==> src/rtl/aes128_stream_feeder.sv <==
// Byte-stream front/back end for the aes128 core: packs bytes into blocks,
// launches the core, waits on its ready handshake and streams the result out.
module aes128_stream_feeder #(
    parameter int WAIT_LIMIT = 255,
    parameter int WAIT_W     = 8
) (
    input  logic         clk,
    input  logic         rst_n,
    input  logic         cfg_decipher_i,
    input  logic [3:0]   cfg_mode_i,
    input  logic [127:0] cfg_key_i,
    input  logic [127:0] cfg_iv_i,
    input  logic [15:0]  cfg_segment_len_i,
    input  logic         s_valid_i,
    input  logic [7:0]   s_data_i,
    input  logic         s_last_i,
    output logic         s_ready_o,
    output logic         m_valid_o,
    output logic [7:0]   m_data_o,
    output logic         m_last_o,
    input  logic         m_ready_i,
    output logic         aes_cipher_en_o,
    output logic         aes_decipher_en_o,
    output logic         aes_chain_en_o,
    output logic [127:0] aes_data_in_o,
    output logic [127:0] aes_key_o,
    output logic [3:0]   aes_mode_o,
    output logic [127:0] aes_init_vector_o,
    output logic [15:0]  aes_segment_len_o,
    input  logic [127:0] aes_data_out_i,
    input  logic         aes_ready_i,
    output logic         busy_o,
    output logic         err_o
);

    typedef enum logic [2:0] {
        FILL, CLR, LAUNCH, WAIT, DRAIN, ERR
    } state_t;

    localparam logic [WAIT_W-1:0] LIMIT = WAIT_W'(WAIT_LIMIT);

    state_t            state_q, state_d;
    logic [3:0]        byte_cnt_q, byte_cnt_d;
    logic [3:0]        out_idx_q, out_idx_d;
    logic [4:0]        nbytes_q, nbytes_d;
    logic              first_blk_q, first_blk_d;
    logic              blk_last_q, blk_last_d;
    logic              dec_q, dec_d;
    logic              chain_q, chain_d;
    logic              ready_q;
    logic              err_q, err_d;
    logic [WAIT_W-1:0] wait_cnt_q, wait_cnt_d;
    logic [127:0]      data_q, data_d;
    logic [127:0]      key_q, key_d;
    logic [127:0]      iv_q, iv_d;
    logic [127:0]      result_q, result_d;
    logic [3:0]        mode_q, mode_d;
    logic [15:0]       seg_q, seg_d;
    logic              out_end;

    assign out_end = ({1'b0, out_idx_q} == nbytes_q - 5'd1);

    always_comb begin
        state_d     = state_q;
        byte_cnt_d  = byte_cnt_q;
        out_idx_d   = out_idx_q;
        nbytes_d    = nbytes_q;
        first_blk_d = first_blk_q;
        blk_last_d  = blk_last_q;
        dec_d       = dec_q;
        chain_d     = chain_q;
        err_d       = err_q;
        wait_cnt_d  = wait_cnt_q;
        data_d      = data_q;
        key_d       = key_q;
        iv_d        = iv_q;
        result_d    = result_q;
        mode_d      = mode_q;
        seg_d       = seg_q;
        s_ready_o         = 1'b0;
        m_valid_o         = 1'b0;
        aes_cipher_en_o   = 1'b0;
        aes_decipher_en_o = 1'b0;
        unique case (state_q)
            FILL: begin
                s_ready_o = 1'b1;
                if (s_valid_i) begin
                    if (byte_cnt_q == 4'd0) data_d = '0;
                    data_d[7'd127 - {byte_cnt_q, 3'b000} -: 8] = s_data_i;
                    // Config is frozen for the whole message
                    if (byte_cnt_q == 4'd0 && first_blk_q) begin
                        dec_d  = cfg_decipher_i;
                        mode_d = cfg_mode_i;
                        key_d  = cfg_key_i;
                        iv_d   = cfg_iv_i;
                        seg_d  = cfg_segment_len_i;
                    end
                    if (byte_cnt_q == 4'd15 || s_last_i) begin
                        nbytes_d   = {1'b0, byte_cnt_q} + 5'd1;
                        blk_last_d = s_last_i;
                        byte_cnt_d = 4'd0;
                        state_d    = first_blk_q ? CLR : LAUNCH;
                    end else begin
                        byte_cnt_d = byte_cnt_q + 4'd1;
                    end
                end
            end
            CLR: state_d = LAUNCH;
            LAUNCH: begin
                aes_cipher_en_o   = ~dec_q;
                aes_decipher_en_o = dec_q;
                chain_d    = 1'b1;
                wait_cnt_d = '0;
                state_d    = WAIT;
            end
            WAIT: begin
                if (aes_ready_i && !ready_q) begin
                    result_d  = aes_data_out_i;
                    out_idx_d = 4'd0;
                    state_d   = DRAIN;
                end else begin
                    wait_cnt_d = wait_cnt_q + 1'b1;
                    if (wait_cnt_d == LIMIT) begin
                        err_d   = 1'b1;
                        state_d = ERR;
                    end
                end
            end
            DRAIN: begin
                m_valid_o = 1'b1;
                if (m_ready_i) begin
                    if (out_end) begin
                        first_blk_d = blk_last_q;
                        state_d     = FILL;
                    end else begin
                        out_idx_d = out_idx_q + 4'd1;
                    end
                end
            end
            ERR: state_d = ERR;
            default: state_d = FILL;
        endcase
    end

    always_ff @(posedge clk) begin
        if (!rst_n) begin
            state_q     <= FILL;
            byte_cnt_q  <= '0;
            out_idx_q   <= '0;
            nbytes_q    <= '0;
            first_blk_q <= 1'b1;
            blk_last_q  <= 1'b0;
            dec_q       <= 1'b0;
            chain_q     <= 1'b0;
            ready_q     <= 1'b0;
            err_q       <= 1'b0;
            wait_cnt_q  <= '0;
            data_q      <= '0;
            key_q       <= '0;
            iv_q        <= '0;
            result_q    <= '0;
            mode_q      <= '0;
            seg_q       <= '0;
        end else begin
            state_q     <= state_d;
            byte_cnt_q  <= byte_cnt_d;
            out_idx_q   <= out_idx_d;
            nbytes_q    <= nbytes_d;
            first_blk_q <= first_blk_d;
            blk_last_q  <= blk_last_d;
            dec_q       <= dec_d;
            chain_q     <= chain_d;
            ready_q     <= aes_ready_i;
            err_q       <= err_d;
            wait_cnt_q  <= wait_cnt_d;
            data_q      <= data_d;
            key_q       <= key_d;
            iv_q        <= iv_d;
            result_q    <= result_d;
            mode_q      <= mode_d;
            seg_q       <= seg_d;
        end
    end

    assign m_data_o          = result_q[7'd127 - {out_idx_q, 3'b000} -: 8];
    assign m_last_o          = (state_q == DRAIN) && blk_last_q && out_end;
    assign aes_chain_en_o    = (chain_q || state_q == LAUNCH) && state_q != CLR;
    assign aes_data_in_o     = data_q;
    assign aes_key_o         = key_q;
    assign aes_mode_o        = mode_q;
    assign aes_init_vector_o = iv_q;
    assign aes_segment_len_o = seg_q;
    assign busy_o            = !(state_q == FILL && byte_cnt_q == 4'd0);
    assign err_o             = err_q;

endmodule
==> config.mk <==
export PLATFORM = sky130hd
export DESIGN_NAME = aes128_stream_feeder
export DESIGN_NICKNAME = d
export VERILOG_FILES = /design/src/rtl/aes128_stream_feeder.sv
export SDC_FILE = /design/constraint.sdc
export NUM_CORES = 1
export LEC_CHECK = 0
export ABC_AREA = 0
export BUFFER_PORTS_ARGS = -buffer_cell sky130_fd_sc_hd__buf_2
export CAP_MARGIN = 30
export CORE_AREA = 3 3 329 331
export CTS_CLUSTER_DIAMETER = 50
export DETAILED_ROUTE_END_ITERATION = 7
export DIE_AREA = 0 0 332 334
export GPL_ROUTABILITY_DRIVEN = 0
export PLACE_DENSITY = 0.4
export SLEW_MARGIN = 15
export SYNTH_ARGS = -nofsm -noshare
export SYNTH_HDL_FRONTEND = slang
export SYNTH_SLANG_ARGS = --single-unit
==> constraint.sdc <==
create_clock -name clk -period 2.2 [get_ports clk]
set_clock_uncertainty 0.05 [all_clocks]
set_input_delay 0.22 -clock clk [delete_from_list [all_inputs] [get_ports clk]]
set_output_delay 0.22 -clock clk [all_outputs]
set_load 0.02 [all_outputs]
==> results of run 1 <==
timing repair:
item | 4_1_cts | 5_1_grt
hold buffers | 417 | 0
buffers inserted | 4 | 3
gates cloned | 1 | 2
pin swaps | 4 | 1
resized for setup | 28 | 20
endpoints found under the setup margin | 104 | 257
endpoints found under the hold margin | 472 | 0
state kept, by name, indices dropped and copies added (netlist names):
name / cells
aes_data_in_o: 128
aes_init_vector_o: 128
aes_key_o: 128
result_q: 128
aes_segment_len_o: 16
wait_cnt_q: 8
nbytes_q: 5
aes_mode_o: 4
byte_cnt_q: 4
out_idx_q: 4
state_q: 3
blk_last_q: 1
chain_q: 1
dec_q: 1
err_o: 1
first_blk_q: 1
ready_q: 1
per-stage QoR:
| stage | setup TNS, ns | instances |
|---|---|---|
| after global routing | -5.58 | 5402 |
| after global placement | -0.0225 | 4796 |
| after detailed placement | -0.291 | 4796 |
| final | -4.75 | 5404 |
| after floorplan | 0 | 2648 |
| after CTS | -5.51 | 5384 |
cells by family after synthesis:
family	synth area share (%)
adders and majority gates	0.582
AOI/OAI and AO/OA	14.4
xor gates and xnor gates	0.204
muxes	4.33
buffers and inverters	4.64
DFF	52.3
and+or+nand+nor	23.5
path summary, 6_finish.rpt:
path	end	cells after the start	slack [ns]	start
max	m_data_o[0]	5	-0.58	out_idx_q[0]
min	state_q[0]	5	0.13	s_valid_i
max reg2reg	aes_data_in_o[70]	7	0.09	state_q[2]
min reg2reg	aes_key_o[28]	2	0.40	aes_key_o[28]
power by group through the flow:
stage               clock network, mW  logic (mW)  registers (mW)
global route                     16.3        4.48            10.9
global placement                    0        3.46            11.0
finish                           15.4        4.15            10.8
CTS                              15.9        4.16            10.8
detailed placement                  0        3.45            11.1
floorplan                           0        1.31            11.6
metal layers:
layer	global-route usage (%)	vias to the layer above	wire [um]
met4	5.66	2	2730
met2	31.0	695	50800
met3	4.96	147	6810
met1	20.9	10736	42500
li1	-	11419	-
met5	0	-	13
cells in the mapped netlist (all sizes together), types with 2 or more instances:
library cell	instances	area [um^2]
nand2	887	3330
dfxtp	562	11300
a21oi	499	2500
clkbuf	136	510
nand3	103	521
nor2	101	387
buf	72	447
o21ai	44	220
mux4	40	901
and2	37	231
or2	24	150
nor3	21	110
a22oi	16	120
a31oi	15	93.8
ha	10	125
inv	10	37.5
nand4	6	37.5
a211oi	5	37.5
and3	5	31.3
nor2b	5	31.3
nand3b	4	30.0
xnor2	4	35.0
a31o	3	26.3
a32oi	3	26.3
and4	3	26.3
nand2b	3	18.8
or3	3	18.8
and3b	2	17.5
mux2i	2	20.0
nor4	2	27.5
o2111ai	2	17.5
o211ai	2	15.0
or3b	2	17.5
or4b	2	20.0
layout make-up:
cell class / count / area, um^2
diodes: 15 / 37.5
multi-input cells: 1867 / 9360
fillers: 11272 / 69700
clock buffers: 111 / 2420
repair buffers: 1392 / 9950
well taps: 1391 / 1740
flip-flops and latches: 562 / 11300
clock inverters: 55 / 880
inverters: 11 / 52.6
worst reg2reg max path: cells and delay by family (launching register included):
family / cells / cell delay, ns
compound gates: 2 / 0.25
simple gates: 3 / 0.96
flops: 1 / 0.31
buf+inv: 2 / 0.46
==> reports/qor.yml, run 1 <==
routing:
  drc: 0
  via_count: 22999
  drtIter0Drc: 1247
  routed_wl_mm: 103
  ant_nets: 0
  wl_per_cell_um: 19.0
  viasPerCell: 4.26
  firstDrtPassIters: 5
die:
  io_pins: 839
  die_h_um: 334
  core-area_um2: 105000
  num_rows: 119
  die_x_um: 332
  dieArea_um2: 111000
  start_util_pct: 20.4
yosys:
  synth_fp_nets: 3077
  synth_flop_cell: "dfxtp_1"
  ys_warn_count: 0
  syn-instance-count: 2648
  synthDistinctLibCells: 60
  avgSynthCellArea_um2: 8.12
  synth_edf_count: 0
  synth_area_um2: 21500
  synth_seq_area_share_pct: 52.3
  async_reset_ff_share_pct: 0
  synth-seq-cells: 562
critical_path:
  criticalPathCategory: "reg -> out"
  worstSetupEndpointType: "primary output"
  cp_cell_sequence: "buf_12 > buf_12 > mux4_2 > mux4_2 > buf_6"
  startpoint_type: "flip-flop"
  crit_path_max_fanout: 6
  critPathRequiredTime_ns: 1.93
  crit_buf_inv: 3
  critPathSlowestCell: "mux4_2"
  arrival_ns: 2.51
  critPathTopFamily: "multiplexers"
  slowest_delay_ns: 0.56
global_routing:
  globalRoute.totalOverflow: 0
  grt_first_pass_wirelength_mm: 150
  track_usage_pct: 17.7
  grt_max_degree: 89
  grt_pass1_vias: 23068
  antenna_found_initial: 17
place:
  post-place-ws_ns: -0.0197
  portBuffers: 838
  dp_hpwl_mm: 77.1
  placed_area_um2: 27900
timing:
  rsz0062_at_grt: "yes"
  hold_viol_final: 0
  hold_ws_ns: 0.135
  period_needed_ns: 2.78
  slew_violations: 0
  setup_ws_ns: -0.576
  maxSlewHeadroom_pct: 57.9
  period_share_pct: 126
  setup_viol: 9
  fmax_mhz: 360
  tightest_slew_ns: 0.629
clock_network:
  root_buffer: "clkbuf_16"
  cts_htree_levels: 3
  cts_buffers: 89
  cts.sinks: 562
  cts_tree: "built"
  cts.reportedPaths.clkPinSlew_ns: 0.06
  clockBufferDepth: 3
  insertion_delay_ns: 0.65
cells_and_area:
  final_area_um2: 35700
  final_cell_mix: "nand2_1 (884), buf_2 (829), dfxtp_1 (559)"
  post-route-util_pct: 33.9
  final_common_cell: "nand2_1"
  drive_gt1_share_pct: 30.5
  syn2layout_area_growth_pct: 65.9
  nNetsFinal: 4352
power:
  power_density_nw_per_um2: 852
  clkPwrFrac_pct: 50.7
  p_sw_share_pct: 27.1
  totalPowerFinal_mw: 30.4
  netSwitchingPower_mw: 8.26
  power_frac_comb_pct: 13.6
  internal-power_mw: 22.2
  seq_power_share_pct: 35.7
  power.leakage_nw: 15.2
  ir_worst_vdd_mv: 0.611
flow_run:
  max_cap_viol_count: 0
status:
  outcome: "finished, violations left"
  violations: "negative setup slack"
worst_hold_path:
  hp-class: "in -> reg"
Power figures use the tool's default switching activity.
==> inputs of run 2 (changes only) <==
--- a/config.mk
+++ b/config.mk
@@ -8,12 +8,14 @@
 export ABC_AREA = 0
 export BUFFER_PORTS_ARGS = -buffer_cell sky130_fd_sc_hd__buf_2
 export CAP_MARGIN = 30
-export CORE_AREA = 3 3 329 331
+export CELL_PAD_IN_SITES_DETAIL_PLACEMENT = 1
+export CELL_PAD_IN_SITES_GLOBAL_PLACEMENT = 2
+export CORE_AREA = 3 3 322 324
 export CTS_CLUSTER_DIAMETER = 50
 export DETAILED_ROUTE_END_ITERATION = 7
-export DIE_AREA = 0 0 332 334
+export DIE_AREA = 0 0 325 327
 export GPL_ROUTABILITY_DRIVEN = 0
-export PLACE_DENSITY = 0.4
+export PLACE_DENSITY = 0.67
 export SLEW_MARGIN = 15
 export SYNTH_ARGS = -nofsm -noshare
 export SYNTH_HDL_FRONTEND = slang
==> reports/qor.yml, run 2 (synthesis results as in run 1) <==
status:
  outcome: "finished, violations left"
  violations: "negative setup slack"
timing:
  period_share_pct: 128  # +1.9 points
  tightest_slew_ns: 0.554  # -0.0748 ns
  rsz0062_at_grt: "yes"
  slew_violations: 0  # unchanged
  maxSlewHeadroom_pct: 62.9  # +5.0 points
  setup_ws_ns: -0.617  # -0.0408 ns
  hold_viol_final: 0  # unchanged
  period_needed_ns: 2.82  # +0.0408 ns
  setup_viol: 9  # unchanged
  fmax_mhz: 355  # -1.4%
power:
  totalPowerFinal_mw: 31.4  # +3.3%
  power_density_nw_per_um2: 878  # +3.0%
  ir_worst_vdd_mv: 0.546  # -11%
  power.leakage_nw: 15.2  # +0.15%
global_routing:
  track_usage_pct: 20.9  # +3.2 points
  globalRoute.totalOverflow: 0  # unchanged
  grt_max_degree: 94  # +5.6%
  grt_pass1_vias: 24164  # +4.8%
  grt_first_pass_wirelength_mm: 165  # +10%
  antenna_found_initial: 11  # -6
critical_path:
  critPathRequiredTime_ns: 1.93  # about the same
  crit_path_frequent_cell: "mux4_2"
  slowest_delay_ns: 0.61  # +0.05 ns
  critPathSlowestCell: "mux4_2"
  critPathTopFamily: "multiplexers"
  crit_path_max_fanout: 7  # +1
  cp_cell_sequence: "buf_12 > mux4_2 > mux4_2 > buf_6"
  criticalPathCategory: "reg -> out"
  arrival_ns: 2.55  # +0.04 ns
  startpoint_type: "flip-flop"
  worstSetupEndpointType: "primary output"
  crit_buf_inv: 2  # -1
routing:
  firstDrtPassIters: 5  # unchanged
  ant_nets: 0  # unchanged
  drtIter0Drc: 1250  # +0.24%
  routed_wl_mm: 116  # +13%
  drc: 0  # unchanged
  wl_per_cell_um: 21.7  # +14%
  via_count: 23391  # +1.7%
  viasPerCell: 4.36  # +2.5%
clock_network:
  root_buffer: "clkbuf_16"
  cts.sinks: 562  # unchanged
  cts_tree: "built"
  cts.reportedPaths.clkPinSlew_ns: 0.05  # about the same
  insertion_delay_ns: 0.66  # about the same
  cts_htree_levels: 3  # unchanged
  cts_buffers: 94  # +5.6%
  clockBufferDepth: 3  # unchanged
cells_and_area:
  num-fill-cells: 12039  # +6.8%
  syn2layout_area_growth_pct: 66.4
  final_cell_mix: "nand2_1 (881), buf_2 (828), dfxtp_1 (558)"
  final_common_cell: "nand2_1"
  drive_gt1_share_pct: 30.8  # +0.23 points
  nNetsFinal: 4341  # -0.25%
  post-route-util_pct: 35.3  # +1.4 points
place:
  dp_hpwl_mm: 85.9  # +11%
  portBuffers: 838  # unchanged
die:
  start_util_pct: 21.2  # +0.80 points
  io_pins: 839  # unchanged
  die_x_um: 325  # -2.1%
  dieArea_um2: 106000  # -4.2%
  num_rows: 117  # -1.7%
  die_h_um: 327  # -2.1%
  core-area_um2: 101000  # -3.8%
worst_hold_path:
  hp-class: "in -> reg"
flow_run:
  max_cap_viol_count: 0  # unchanged
run 2: final cells by class:
cell class	instances	area, um^2	area share (%)
antenna	4	10.0	0.0280
clock buffer	122	2620	7.32
clock inverter	53	846	2.36
inverter	11	48.8	0.136
multi-input combinational	1867	9420	26.3
sequential	562	11300	31.5
tap	1368	1710	4.78
timing repair buffer	1376	9880	27.6
run 2: layer usage:
metal  part of all wire, %  global-route usage (%)  vias to the layer above  wire [um]
li1                      -                       -                    11382          -
met2                    49                    35.9                      680      56900
met4                   3.5                    6.91                        6       4020
met5                 0.033                       0                        -         38
met3                   8.6                    8.13                      191      10000
met1                    39                    23.7                    11132      45400
run 2: power breakdown:
part	internal, mW	switching [mW]	total, mW	leakage [nW]
registers	10.6	0.241	10.9	4.57
logic	1.72	2.59	4.32	8.95
clock network	10.6	5.66	16.2	1.66
total	22.9	8.50	31.4	15.2
run 2: path summary, 6_finish.rpt:
kind,from,end,slack (ns),depth (start not counted)
max,out_idx_q[0],m_data_o[0],-0.62,4
min,s_data_i[5],aes_data_in_o[101],0.05,4
max reg2reg,nbytes_q[1],out_idx_q[3],0.04,12
min reg2reg,aes_init_vector_o[4],aes_init_vector_o[4],0.40,2
run 2: worst register-to-register path: stages, from the launching register on:
cell and delay, ns:
dfxtp_2 0.32, inv_2 0.05, ha_4 0.15, buf_6 0.11
nand2b_4 0.13, and2_4 0.13, o2111a_2 0.27, buf_6 0.12
buf_6 0.11, buf_6 0.11, buf_6 0.11, or4_1 0.39
nand2_1 0.06
run 2: stage by stage:
| stage | instances | cell area (um^2) | setup slack [ns] | TNS [ns] | hold slack, ns |
|---|---|---|---|---|---|
| CTS | 5352 | 35600 | -0.691 | -5.83 | 0.00789 |
| detailed placement | 4757 | 27700 | -0.0389 | -0.550 | 0.393 |
| global route | 5363 | 35800 | -0.706 | -6.02 | 0.0296 |
| finish | 5363 | 35800 | -0.617 | -5.04 | 0.0467 |
| floorplan | 2648 | 21500 | 0.0114 | 0 | 0.292 |
| global placement | 4757 | 27700 | -0.0373 | -0.0475 | 0.388 |
run 2: repair_timing:
action / CTS / global route
endpoints found under the hold margin: 427 / 0
pin swaps: 5 / 5
hold buffers: 414 / 0
cloned: 2 / 4
endpoints found under the setup margin: 96 / 246
gates resized for setup: 45 / 28
buffers inserted: 4 / 4
==> inputs of run 3 (changes only) <==
--- a/config.mk
+++ b/config.mk
@@ -16,6 +16,7 @@
 export DIE_AREA = 0 0 325 327
 export GPL_ROUTABILITY_DRIVEN = 0
 export PLACE_DENSITY = 0.67
+export REMOVE_ABC_BUFFERS = 1
 export SLEW_MARGIN = 15
 export SYNTH_ARGS = -nofsm -noshare
 export SYNTH_HDL_FRONTEND = slang
==> reports/qor.yml, run 3 (synthesis results as in run 1) <==
status:
  outcome: "finished, violations left"
  violations: "negative setup slack"
critical_path:
  critPathRequiredTime_ns: 1.93  # about the same
  crit_path_max_fanout: 4  # -3
  rrSetupSlack_ns: 0.02  # -0.02 ns
  r2r_end: "out_idx_q[3]"
  criticalPathCategory: "reg -> out"
  arrival_ns: 2.50  # -0.05 ns
  r2r_start: "out_idx_q[1]"
  worstSetupEndpointType: "primary output"
  ff2ff_path_depth: 9  # -3
  startpoint_type: "flip-flop"
clock_network:
  cts.sinks: 562  # unchanged
  cts_tree: "built"
  cts.reportedPaths.clkPinSlew_ns: 0.06  # about the same
  clockBufferDepth: 3  # unchanged
  insertion_delay_ns: 0.65  # about the same
  root_buffer: "clkbuf_16"
  cts_htree_levels: 3  # unchanged
  cts_buffers: 90  # -4.3%
cells_and_area:
  post-route-util_pct: 34.8  # -0.44 points
  final_cell_mix: "nand2_1 (883), buf_2 (829), dfxtp_1 (558)"
  final_area_um2: 35400  # -1.2%
  syn2layout_area_growth_pct: 64.3
  final_common_cell: "nand2_1"
  fin_cells: 5370  # +0.13%
  num-fill-cells: 12121  # +0.68%
  drive_gt1_share_pct: 30.4  # -0.38 points
  nNetsFinal: 4353  # +0.28%
routing:
  via_count: 23487  # +0.41%
  drc: 0  # unchanged
  ant_nets: 0  # unchanged
  wl_per_cell_um: 19.9  # -8.3%
  routed_wl_mm: 107  # -8.1%
  drtIter0Drc: 1326  # +6.1%
  viasPerCell: 4.37  # +0.28%
  firstDrtPassIters: 5  # unchanged
worst_hold_path:
  holdPathStages: 5  # +1
  hp-class: "in -> reg"
  holdPathEnd: "state_q[1]"
  min_from: "s_valid_i"
timing:
  slew_violations: 0  # unchanged
  fin_setup_tns_ns: -4.68  # +0.355 ns
  rsz0062_at_grt: "yes"
  tightest_slew_ns: 0.561  # +0.00695 ns
  hold_viol_final: 0  # unchanged
  period_share_pct: 126  # -1.9 points
  setup_ws_ns: -0.575  # +0.0417 ns
  setup_viol: 9  # unchanged
  hold_ws_ns: 0.181  # +0.134 ns
  maxSlewHeadroom_pct: 62.5  # -0.47 points
  period_needed_ns: 2.77  # -0.0417 ns
  fmax_mhz: 360  # +1.5%
global_routing:
  grt_max_degree: 89  # -5.3%
  antenna_found_initial: 11  # unchanged
  globalRoute.totalOverflow: 0  # unchanged
  grt_first_pass_wirelength_mm: 159  # -3.9%
  grt_pass1_vias: 25059  # +3.7%
  track_usage_pct: 19.4  # -1.5 points
die:
  die_x_um: 325  # unchanged
  start_util_pct: 21.2  # unchanged
  core-area_um2: 101000  # unchanged
  io_pins: 839  # unchanged
  dieArea_um2: 106000  # unchanged
  die_h_um: 327  # unchanged
  num_rows: 117  # unchanged
place:
  post-place-ws_ns: 0.00329  # +0.0422 ns
  dp_hpwl_mm: 77.4  # -9.9%
  post-place-cells: 4772  # +0.32%
  placed_area_um2: 27900  # +0.63%
  portBuffers: 838  # unchanged
power:
  power.leakage_nw: 15.0  # -1.1%
  totalPowerFinal_mw: 29.3  # -6.7%
  power_density_nw_per_um2: 830  # -5.5%
  ir_worst_vdd_mv: 0.528  # -3.3%
flow_run:
  max_cap_viol_count: 0  # unchanged
[run 3: how the worst max path moves through the flow]
stage,cells after the start,endpoint,start,slack [ns]
5_1_grt,5,m_data_o[7],out_idx_q[0],-0.66
3_5_place_dp,7,m_last_o,nbytes_q[1],0.003
6_report,5,m_data_o[5],out_idx_q[0],-0.57
3_3_place_gp,7,m_last_o,nbytes_q[1],0.04
4_1_cts,5,m_data_o[6],out_idx_q[0],-0.65
2_1_floorplan,5,aes_init_vector_o[0],state_q[2],-3.69
[run 3: layer usage]
layer | wire, um | vias to the layer above | global-route usage (%)
met4 | 3580 | 6 | 6.58
met5 | 30 | - | 0
met3 | 6790 | 191 | 5.40
met2 | 52700 | 669 | 33.9
li1 | - | 11410 | -
met1 | 43800 | 11211 | 22.8
[run 3: timing repair]
item,CTS,global route
buffers inserted,8,3
gates cloned,1,0
gates resized for setup,25,24
setup endpoints to repair,13,61
endpoints found under the hold margin,467,0
hold buffers,417,0
pin swaps,1,2
[run 3: power breakdown]
group | leakage [nW] | internal (mW) | switching [mW] | total [mW]
combinational | 9.00 | 1.71 | 2.53 | 4.24
clock | 1.45 | 8.80 | 5.44 | 14.2
sequential | 4.57 | 10.6 | 0.221 | 10.8
total | 15.0 | 21.1 | 8.19 | 29.3
[run 3: worst max-delay path, stage by stage (launching register included)]
cell,delay (ns)
dfxtp_4,0.38
buf_12,0.13
buf_12,0.12
mux4_2,0.53
mux4_2,0.52
buf_6,0.16
[run 3: layout make-up]
| class | instances | area (um^2) | area share, % |
|---|---|---|---|
| Multi-Input combinational cell | 1867 | 9380 | 26.5 |
| Tap cell | 1368 | 1710 | 4.84 |
| Inverter | 11 | 48.8 | 0.138 |
| Antenna cell | 7 | 17.5 | 0.0495 |
| Sequential cell | 562 | 11300 | 31.8 |
| Timing Repair Buffer | 1392 | 9940 | 28.1 |
| Clock inverter | 41 | 484 | 1.37 |
| Clock buffer | 122 | 2510 | 7.11 |
